===== src/rtl/slice_tx_gate.sv =====
// TDMA slice consumer: admits frames from four TX queues only inside their own open slice
// when airtime plus guard fits the time left. Optional counters under SLICE_TX_GATE_STATS_EN.

module slice_tx_gate_lane #(
  parameter int DUR_WIDTH    = 16,
  parameter int SLICE_WIDTH  = 25,
  parameter int GUARD_CYCLES = 32
) (
  input  logic                   clk,
  input  logic                   rst,
  input  logic                   en,
  input  logic [SLICE_WIDTH-1:0] len,
  input  logic [DUR_WIDTH-1:0]   dur,
  output logic                   en_d,
  output logic                   open,
  output logic                   fits
);
  logic [SLICE_WIDTH-1:0] rem;
  logic [SLICE_WIDTH:0]   need;

  always_ff @(posedge clk or posedge rst) begin
    if (rst) begin
      en_d <= 1'b0;
      rem  <= '0;
    end else begin
      en_d <= en;
      if (!en)            rem <= '0;
      else if (!en_d)     rem <= len;
      else if (rem != '0) rem <= rem - 1'b1;
    end
  end

  // One extra bit so a long frame plus guard cannot wrap past a short remainder
  assign need = (SLICE_WIDTH+1)'(dur) + (SLICE_WIDTH+1)'(GUARD_CYCLES);
  assign fits = (need <= {1'b0, rem});
  assign open = en & en_d;
endmodule

module slice_tx_gate #(
  parameter int NUM_Q        = 4,
  parameter int DUR_WIDTH    = 16,
  parameter int SLICE_WIDTH  = 25,
  parameter int GUARD_CYCLES = 32
) (
  input  logic                         clk,
  input  logic                         rst,
  input  logic [NUM_Q-1:0]             slice_en,
  input  logic [NUM_Q*SLICE_WIDTH-1:0] slice_len,
  input  logic [NUM_Q-1:0]             pkt_rdy,
  input  logic [NUM_Q*DUR_WIDTH-1:0]   pkt_dur,
  input  logic                         tx_done,
  input  logic                         ovr_clr,
`ifdef SLICE_TX_GATE_STATS_EN
  input  logic [1:0]                   stat_sel,
  output logic [15:0]                  stat_grant,
  output logic [15:0]                  stat_defer,
`endif
  output logic                         tx_start,
  output logic [1:0]                   tx_qidx,
  output logic                         tx_busy,
  output logic [NUM_Q-1:0]             slice_ovr
);
  localparam int GW = $clog2(GUARD_CYCLES + 1);

  typedef enum logic [1:0] {IDLE, GRANT, TX, GUARD} state_t;

  state_t           state, state_nx;
  logic [NUM_Q-1:0] en_d, open, fits, elig;
  logic [1:0]       rr, win, idx;
  logic             any;
  logic [GW-1:0]    gcnt;
  logic             ovr_set;

  for (genvar i = 0; i < NUM_Q; i++) begin : g_lane
    slice_tx_gate_lane #(
      .DUR_WIDTH(DUR_WIDTH), .SLICE_WIDTH(SLICE_WIDTH), .GUARD_CYCLES(GUARD_CYCLES)
    ) u_lane (
      .clk (clk),
      .rst (rst),
      .en  (slice_en[i]),
      .len (slice_len[i*SLICE_WIDTH +: SLICE_WIDTH]),
      .dur (pkt_dur[i*DUR_WIDTH +: DUR_WIDTH]),
      .en_d(en_d[i]),
      .open(open[i]),
      .fits(fits[i])
    );
  end

  assign elig = pkt_rdy & open & fits;

  // Round-robin: scan from rr+1, wrapping back to rr last
  always_comb begin
    win = rr;
    any = 1'b0;
    idx = '0;
    for (int k = 1; k <= NUM_Q; k++) begin
      idx = rr + k[1:0];
      if (elig[idx] && !any) begin
        win = idx;
        any = 1'b1;
      end
    end
  end

  always_ff @(posedge clk or posedge rst) begin
    if (rst) state <= IDLE;
    else     state <= state_nx;
  end

  always_comb begin
    state_nx = state;
    tx_start = 1'b0;
    tx_busy  = 1'b1;
    unique case (state)
      IDLE: begin
        tx_busy = 1'b0;
        if (any) state_nx = GRANT;
      end
      GRANT: begin
        tx_start = 1'b1;
        state_nx = TX;
      end
      TX:      if (tx_done) state_nx = GUARD;
      GUARD:   if (gcnt == '0) state_nx = IDLE;
      default: state_nx = IDLE;
    endcase
  end

  always_ff @(posedge clk or posedge rst) begin
    if (rst) begin
      tx_qidx <= '0;
      rr      <= '0;
      gcnt    <= '0;
    end else begin
      if (state == IDLE && any) begin
        tx_qidx <= win;
        rr      <= win;
      end
      if (state == TX && tx_done)          gcnt <= GW'(GUARD_CYCLES - 1);
      else if (state == GUARD && gcnt != '0) gcnt <= gcnt - 1'b1;
    end
  end

  // Slice closed under an in-flight frame; the frame still runs to tx_done
  assign ovr_set = (state == GRANT || state == TX) && en_d[tx_qidx] && !slice_en[tx_qidx];

  always_ff @(posedge clk or posedge rst) begin
    if (rst) slice_ovr <= '0;
    else begin
      if (ovr_clr) slice_ovr <= '0;
      if (ovr_set) slice_ovr[tx_qidx] <= 1'b1;
    end
  end

`ifdef SLICE_TX_GATE_STATS_EN
  logic [NUM_Q-1:0][15:0] grant_cnt, defer_cnt;
  logic [NUM_Q-1:0]       defer_seen;

  // A slice counts as deferred once, on the first cycle the head frame failed to fit
  always_ff @(posedge clk or posedge rst) begin
    if (rst) begin
      grant_cnt  <= '0;
      defer_cnt  <= '0;
      defer_seen <= '0;
      stat_grant <= '0;
      stat_defer <= '0;
    end else begin
      for (int i = 0; i < NUM_Q; i++) begin
        if (!open[i]) defer_seen[i] <= 1'b0;
        else if (pkt_rdy[i] && !fits[i]) defer_seen[i] <= 1'b1;
        if (ovr_clr) begin
          grant_cnt[i] <= '0;
          defer_cnt[i] <= '0;
        end else begin
          if (tx_start && tx_qidx == i[1:0] && grant_cnt[i] != 16'hFFFF)
            grant_cnt[i] <= grant_cnt[i] + 1'b1;
          if (open[i] && pkt_rdy[i] && !fits[i] && !defer_seen[i] && defer_cnt[i] != 16'hFFFF)
            defer_cnt[i] <= defer_cnt[i] + 1'b1;
        end
      end
      stat_grant <= grant_cnt[stat_sel];
      stat_defer <= defer_cnt[stat_sel];
    end
  end
`endif
endmodule


===== config.mk =====
export PLATFORM = sky130hd
export DESIGN_NAME = slice_tx_gate
export DESIGN_NICKNAME = d
export VERILOG_FILES = /design/src/rtl/slice_tx_gate.sv
export SDC_FILE = /design/constraint.sdc
export NUM_CORES = 1
export LEC_CHECK = 0
export BUFFER_PORTS_ARGS = -buffer_cell sky130_fd_sc_hd__buf_2
export CAP_MARGIN = 10
export CORE_AREA = 5 5 197 199
export CTS_CLUSTER_SIZE = 12
export DETAILED_ROUTE_END_ITERATION = 8
export DIE_AREA = 0 0 202 204
export SLEW_MARGIN = 10
export SYNTH_ARGS = -nofsm -noshare
export SYNTH_HDL_FRONTEND = slang
export SYNTH_SLANG_ARGS = --single-unit
export TNS_END_PERCENT = 100

===== constraint.sdc =====
create_clock -name clk -period 4.8 [get_ports clk]
set_clock_uncertainty 0.1 [all_clocks]
set_input_delay 0.72 -clock clk [delete_from_list [all_inputs] [get_ports clk]]
set_output_delay 0.72 -clock clk [all_outputs]
set_load 0.1 [all_outputs]

* Yosys cells after proc, flatten, opt, wreduce, memory -nomap -nowiden *
Index checks and enable logic that the tools add are counted.

cells by class
  order comparisons = 9
  multiplexer cells = 43
  bitwise gates (word level) = 8
  reductions and logical operators = 25
  $add $sub $neg = 12
  eq/ne operators = 10

operator list
  kind                                                         number
  2-to-1 mux 25 bit                                            12
  <= comparator 26 x 25 -> 1 bit                               4
  nonzero test 25 bit                                          4
  subtractor 25 x 1 -> 25 bit (second input constant)          4
  adder 16 x 6 -> 17 bit (second input constant)               4
  2-to-1 mux 1 bit                                             13
  binary-select mux 1 bit (select 2 bit)                       6
  less-than comparator 2 x 3 -> 1 bit (second input constant)  4
  2-to-1 mux 2 bit                                             6
  2-to-1 mux 6 bit                                             2
  != test 3 bit (second input constant)                        4
  logical AND 1 bit                                            9
  AND 4 bit                                                    2
  2-to-1 mux 4 bit                                             2
  one-hot mux 2 bit (4 select lines)                           1
  logical NOT 6 bit                                            1
  != test 2 bit (second input constant)                        3
  AND reduction 3 bit                                          2
  nonzero test 6 bit                                           1
  subtractor 6 x 1 -> 6 bit (second input constant)            1
  adder 2 bit (second input constant)                          2
  AND 1 bit                                                    4
  == test 2 bit (second input constant)                        2
  logical NOT 1 bit                                            4
  10 further kinds                                             10

storage, ports and cells
  word-level logic and storage cells = 119
  register bits = 118
  input port bits = 176
  output and inout port bits = 8

* Depth between registers and ports, before layout *
  depth after elaboration = 17
  gate-level depth with buffers = 15
  mapped depth without buffers = 15

* Hierarchy *
A second synthesis with hierarchy kept.

second synthesis, totals
  cells, all modules = 1116
  area, all modules = 9590.4 µm²

by module, submodules not included
  module              area each (µm²)  instances  cells an instance  sequential area each (µm²)
  slice_tx_gate_lane  2124.5           4          247                650.6
  slice_tx_gate       1092.3           1          128                350.3

* Least setup slack after synthesis *
Ideal clock, no wire load.

  path type = input -> register
  start = input pkt_dur[53]
  end = register rr[1]
  path buffers = 0
  stages on the path = 15
  required time = 4.574 ns
  slack = 1.020 ns
  data arrival time = 3.554 ns
  library setup time = 0.126 ns
  cell sequence = ha_1 nand2_1 or2_2 nor2_1 nand3_1 xnor2_1 ha_1 a21o_1 a21oi_1 o21ba_2 o311ai_0 and3_1 o311a_1 a41oi_1 mux2_2

between the ends
  cells in the longest elaborated chain, start to end = 17
  elaborated cells between the ends (all ways) = 27
  those cells by class = 1 x add/sub; 1 x order compare; 14 x mux; 2 x bitwise; 9 x reduce/logical

ends and longest elaborated chain
  what                                    line  RTL
  start: declaration                      50    input logic [NUM_Q*DUR_WIDTH-1:0] pkt_dur,
  adder 16 x 6 -> 17 bit *                34    assign need = (SLICE_WIDTH+1)'(dur) + (SLICE_WIDTH+1)'(GUARD_CYCLES);
  <= comparator 26 x 25 -> 1 bit *        35    assign fits = (need <= {1'b0, rem});
  AND 4 bit *                             89    assign elig = pkt_rdy & open & fits;
  binary-select mux 1 bit (select 2 bit)  98    if (elig[idx] && !any) begin
  2-to-1 mux 1 bit (not written as such)  98
  2-to-1 mux 1 bit                        98
  logical NOT 1 bit                       98
  logical AND 1 bit                       98
  2-to-1 mux 1 bit                        98
  logical NOT 1 bit                       98
  logical AND 1 bit                       98
  2-to-1 mux 1 bit                        98
  logical NOT 1 bit                       98
  logical AND 1 bit                       98
  2-to-1 mux 1 bit                        98
  logical AND 1 bit                       135   if (state == IDLE && any) begin
  AND reduction 3 bit (no line)           --
  end signal: assignment                  137   rr <= win;
  end: declaration                        69    logic [1:0] rr, win, idx;

Mark *: on every way between the ends. The rest lies on a longest branch, timed or not. The select of a mux whose other input is x is not followed.
A chain may end at the register's enable or synchronous reset.

* Worst setup path after layout *
  start = input pkt_dur[23]
  end = register rr[1]

The elaborated chain is that of the path after synthesis.

==> summary.json <==
{
  "pwr": {
    "power_mw": 3.72,
    "vdd_ir_drop_max_mv": 0.196,
    "p_leak_nw": 4.97,
    "power-per-cell-area_mw_per_mm2": 335
  },
  "die": {
    "dieArea_sq_mm": 0.0412,
    "fp.dieW_microns": 202,
    "number_of_top_level_design_ports": 184,
    "core_area_sq_mm": 0.0370,
    "placement_rows": 71,
    "floorplan.initialDensity_pct": 24.6,
    "dieHeight_microns": 204
  },
  "sta": {
    "grt_setup_unrepaired": "no",
    "finalCritPeriodShare_pct": 79.8,
    "holdWs_ns": 0.326,
    "hold_viol": 0,
    "slew_limit_fails": 0,
    "timing.max_slew.rel_slack_pct": 41.7,
    "finalSetupViolCount": 0,
    "tightest_slew_ns": 0.873,
    "summed_negative_setup_slack_over_all_endpoints_ns": 0,
    "final_period_minus_worst_setup_slack_ns": 3.83,
    "timing.fmax_ghz": 0.261
  },
  "clocking": {
    "ctsLongestPathBuffers": 2,
    "cts_max_level": 4,
    "clock-root-buffer": "sky130_fd_sc_hd__clkbuf_16",
    "tritoncts_num_sinks": 118,
    "holdBufCountCts": 0,
    "cts_tree": "yes",
    "path_clk_slew_ns": 0.06,
    "cts-buffers-inserted": 17,
    "worstSkewPairLatency_ns": 0.43,
    "cts_setup_buffers": 0,
    "cts.repair.resized": 0
  },
  "grt": {
    "antenna_violations_before_repair": 2,
    "wire_length_of_the_first_global_routing_pass_microns": 43700,
    "first_global_vias": 8576,
    "grt.overflow.total": 0,
    "grtUsageTotal_pct": 13.1,
    "grt_start_max_net_pins": 55
  },
  "placed_design": {
    "placed_cell_count": 1696,
    "hpwl_microns": 20900,
    "place.port_buffers": 183,
    "routability_driven_placement_congestion_ratio": 0.834,
    "placed_cell_area_sq_mm": 0.0105
  },
  "final_layout": {
    "filler_cell_count": 3933,
    "final_design_area_no_fill_sq_mm": 0.0111,
    "drive_gt1_share_pct": 19.8,
    "final-instance-count-excl-fill": 1727,
    "insertedDiodeCount": 0,
    "layout.cells.most_common": "sky130_fd_sc_hd__buf_2",
    "final_cell_mix": "sky130_fd_sc_hd__buf_2 (183), sky130_fd_sc_hd__nor2_1 (143), sky130_fd_sc_hd__dfrtp_1 (118)",
    "finish.net_count": 1503,
    "areaGrowthSynthToFinish_pct": 22.1
  },
  "synth": {
    "synth_area_in_adders_pct": 11.8,
    "mappedNetlistArea_sq_mm": 0.00911,
    "synth_top_family_by_area": "simple AND/OR/NAND/NOR gates",
    "synth_mux_area_share_pct": 1.25,
    "synth_enable_flop_cells": 0,
    "yosys_warnings": 0,
    "mappedNetlistNets": 1322,
    "synth.avg_cell_area_sq_um": 8.59,
    "postSynthRegisterBits": 118,
    "synth_xor_area_share_pct": 11.8,
    "post_synth_and_or_nand_nor_area_fraction_pct": 21.5,
    "synth-compound-area-share_pct": 15.0,
    "synth_flop_cell": "sky130_fd_sc_hd__dfrtp_1",
    "synth_sequential_area_ratio_pct": 32.4,
    "synthCells": 1060,
    "netlist-cell-type-count": 70,
    "postSynth.asyncResetShare_pct": 100
  },
  "critical_path": {
    "critical_path_arrival_ns": 4.05,
    "critPathLaunchType": "primary input",
    "timing_worst_setup_path_type": "primary input to register",
    "end_kind": "register",
    "crit_required_ns": 5.01,
    "critPathMaxFanout": 4
  },
  "routing": {
    "final_antenna_net_count": 0,
    "postRouteWirelength_microns": 26600,
    "routedWlPerCell_microns": 15.4,
    "drtIter0Drc": 393,
    "route.vias.total": 8196,
    "route.detailed.drc": 0,
    "pre_antenna_drt_iters": 4,
    "drt-vias-per-instance": 4.75
  },
  "outcome": {
    "status": "finished clean"
  },
  "flow_run": {
    "timing.max_cap.violations": 0
  },
  "hold_path": {
    "hold_class": "primary input to async pin"
  }
}
-- report_power, final --
part	internal [mW]	switching [mW]	total (mW)	leakage, nW
Combinational	0.440	0.777	1.22	3.18
Clock	0.797	0.469	1.27	0.286
Sequential	1.11	0.127	1.24	1.50
Total	2.35	1.37	3.72	4.97
-- synthesized netlist by cell type, types with 4 or more instances --
cell type,instances,share of area [%]
sky130_fd_sc_hd__a211oi_1,87,7.2
sky130_fd_sc_hd__a21boi_0,4,0.33
sky130_fd_sc_hd__a21o_1,6,0.49
sky130_fd_sc_hd__a21oi_1,29,1.6
sky130_fd_sc_hd__a311oi_1,8,0.77
sky130_fd_sc_hd__and2_1,4,0.27
sky130_fd_sc_hd__and3_1,19,1.3
sky130_fd_sc_hd__clkbuf_1,24,0.99
sky130_fd_sc_hd__dfrtp_1,118,32
sky130_fd_sc_hd__ha_1,86,12
sky130_fd_sc_hd__inv_1,107,4.4
sky130_fd_sc_hd__mux2i_1,8,0.88
sky130_fd_sc_hd__nand2_1,71,2.9
sky130_fd_sc_hd__nand2b_1,8,0.55
sky130_fd_sc_hd__nand3_1,40,2.2
sky130_fd_sc_hd__nand4_1,19,1.3
sky130_fd_sc_hd__nor2_1,143,5.9
sky130_fd_sc_hd__nor2b_1,6,0.41
sky130_fd_sc_hd__nor3_1,26,1.4
sky130_fd_sc_hd__nor4_1,20,1.4
sky130_fd_sc_hd__o211ai_1,6,0.49
sky130_fd_sc_hd__o21ai_0,16,0.88
sky130_fd_sc_hd__or3_1,5,0.34
sky130_fd_sc_hd__or4_1,7,0.58
sky130_fd_sc_hd__xnor2_1,100,9.6
sky130_fd_sc_hd__xor2_1,23,2.2
-- path summary, 6_finish.rpt --
kind                       cells past startpoint  slack (ns)                    start                       end
setup / recovery                              14        0.97              pkt_dur[23]                     rr[1]
hold / removal                                 2        0.33                      rst   g_lane[2].u_lane.rem[9]
setup reg to reg                               8        1.26  g_lane[0].u_lane.rem[3]  g_lane[0].u_lane.rem[15]
hold reg to reg                                2        0.43             slice_ovr[1]              slice_ovr[1]
max in group asynchronous                      3        3.36                      rst  g_lane[1].u_lane.rem[21]
min in group clk                               1        0.39              slice_en[3]     g_lane[3].u_lane.en_d
-- area by class of cell --
type	count	area, sq um	area share, %
clock inverters	9	101	0.912
clock buffers	22	474	4.27
inverters	108	408	3.67
flip-flops and latches	118	2950	26.6
multi-input cells	802	5590	50.3
well taps	474	593	5.34
repair buffers	194	998	8.98
-- kinds of logic (layout without fill, tap and decap cells) --
| logic type | after synthesis | count (layout) |
|---|---|---|
| flip-flops | 118 | 118 |
| adder cells (fa/ha/maj) | 86 | 86 |
| AO/OA/AOI/OAI | 189 | 189 |
| multiplexers | 10 | 10 |
| AND/OR/NAND/NOR | 394 | 394 |
| buffers and inverters | 140 | 333 |
| XOR/XNOR | 123 | 123 |
-- critical path, cell delays in order --
cell and delay [ns]:
sky130_fd_sc_hd__buf_2 0.12, sky130_fd_sc_hd__nand3_1 0.14, sky130_fd_sc_hd__nor3_1 0.44, sky130_fd_sc_hd__nand3_1 0.16
sky130_fd_sc_hd__xnor2_1 0.15, sky130_fd_sc_hd__ha_1 0.28, sky130_fd_sc_hd__nand4b_1 0.12, sky130_fd_sc_hd__or3b_2 0.50
sky130_fd_sc_hd__nor4_1 0.37, sky130_fd_sc_hd__o21a_1 0.21, sky130_fd_sc_hd__o211ai_1 0.10, sky130_fd_sc_hd__o311a_1 0.18
sky130_fd_sc_hd__a41oi_1 0.20, sky130_fd_sc_hd__mux2_2 0.35
-- metal layers --
metal / share of wire, % / track usage (%)
met1: 47 / 17.7
met2: 45 / 21.1
met3: 6.0 / 2.87
met4: 1.6 / 3.71
met5: 0.086 / 0
-- per-stage QoR --
stage                     setup WS, ns  utilization, %
after floorplan                  0.851               -
after global placement           0.622            28.5
after detailed placement         0.521            28.5
after CTS                         1.00            30.0
after global routing             0.761            30.0
final                            0.968            30.0
-- flip-flops by register name, indices dropped and copies added (netlist names) --
name	cells
g_lane.u_lane.rem	100
gcnt	6
g_lane.u_lane.en_d	4
slice_ovr	4
rr	2
state	2
Power figures use the tool's default switching activity.
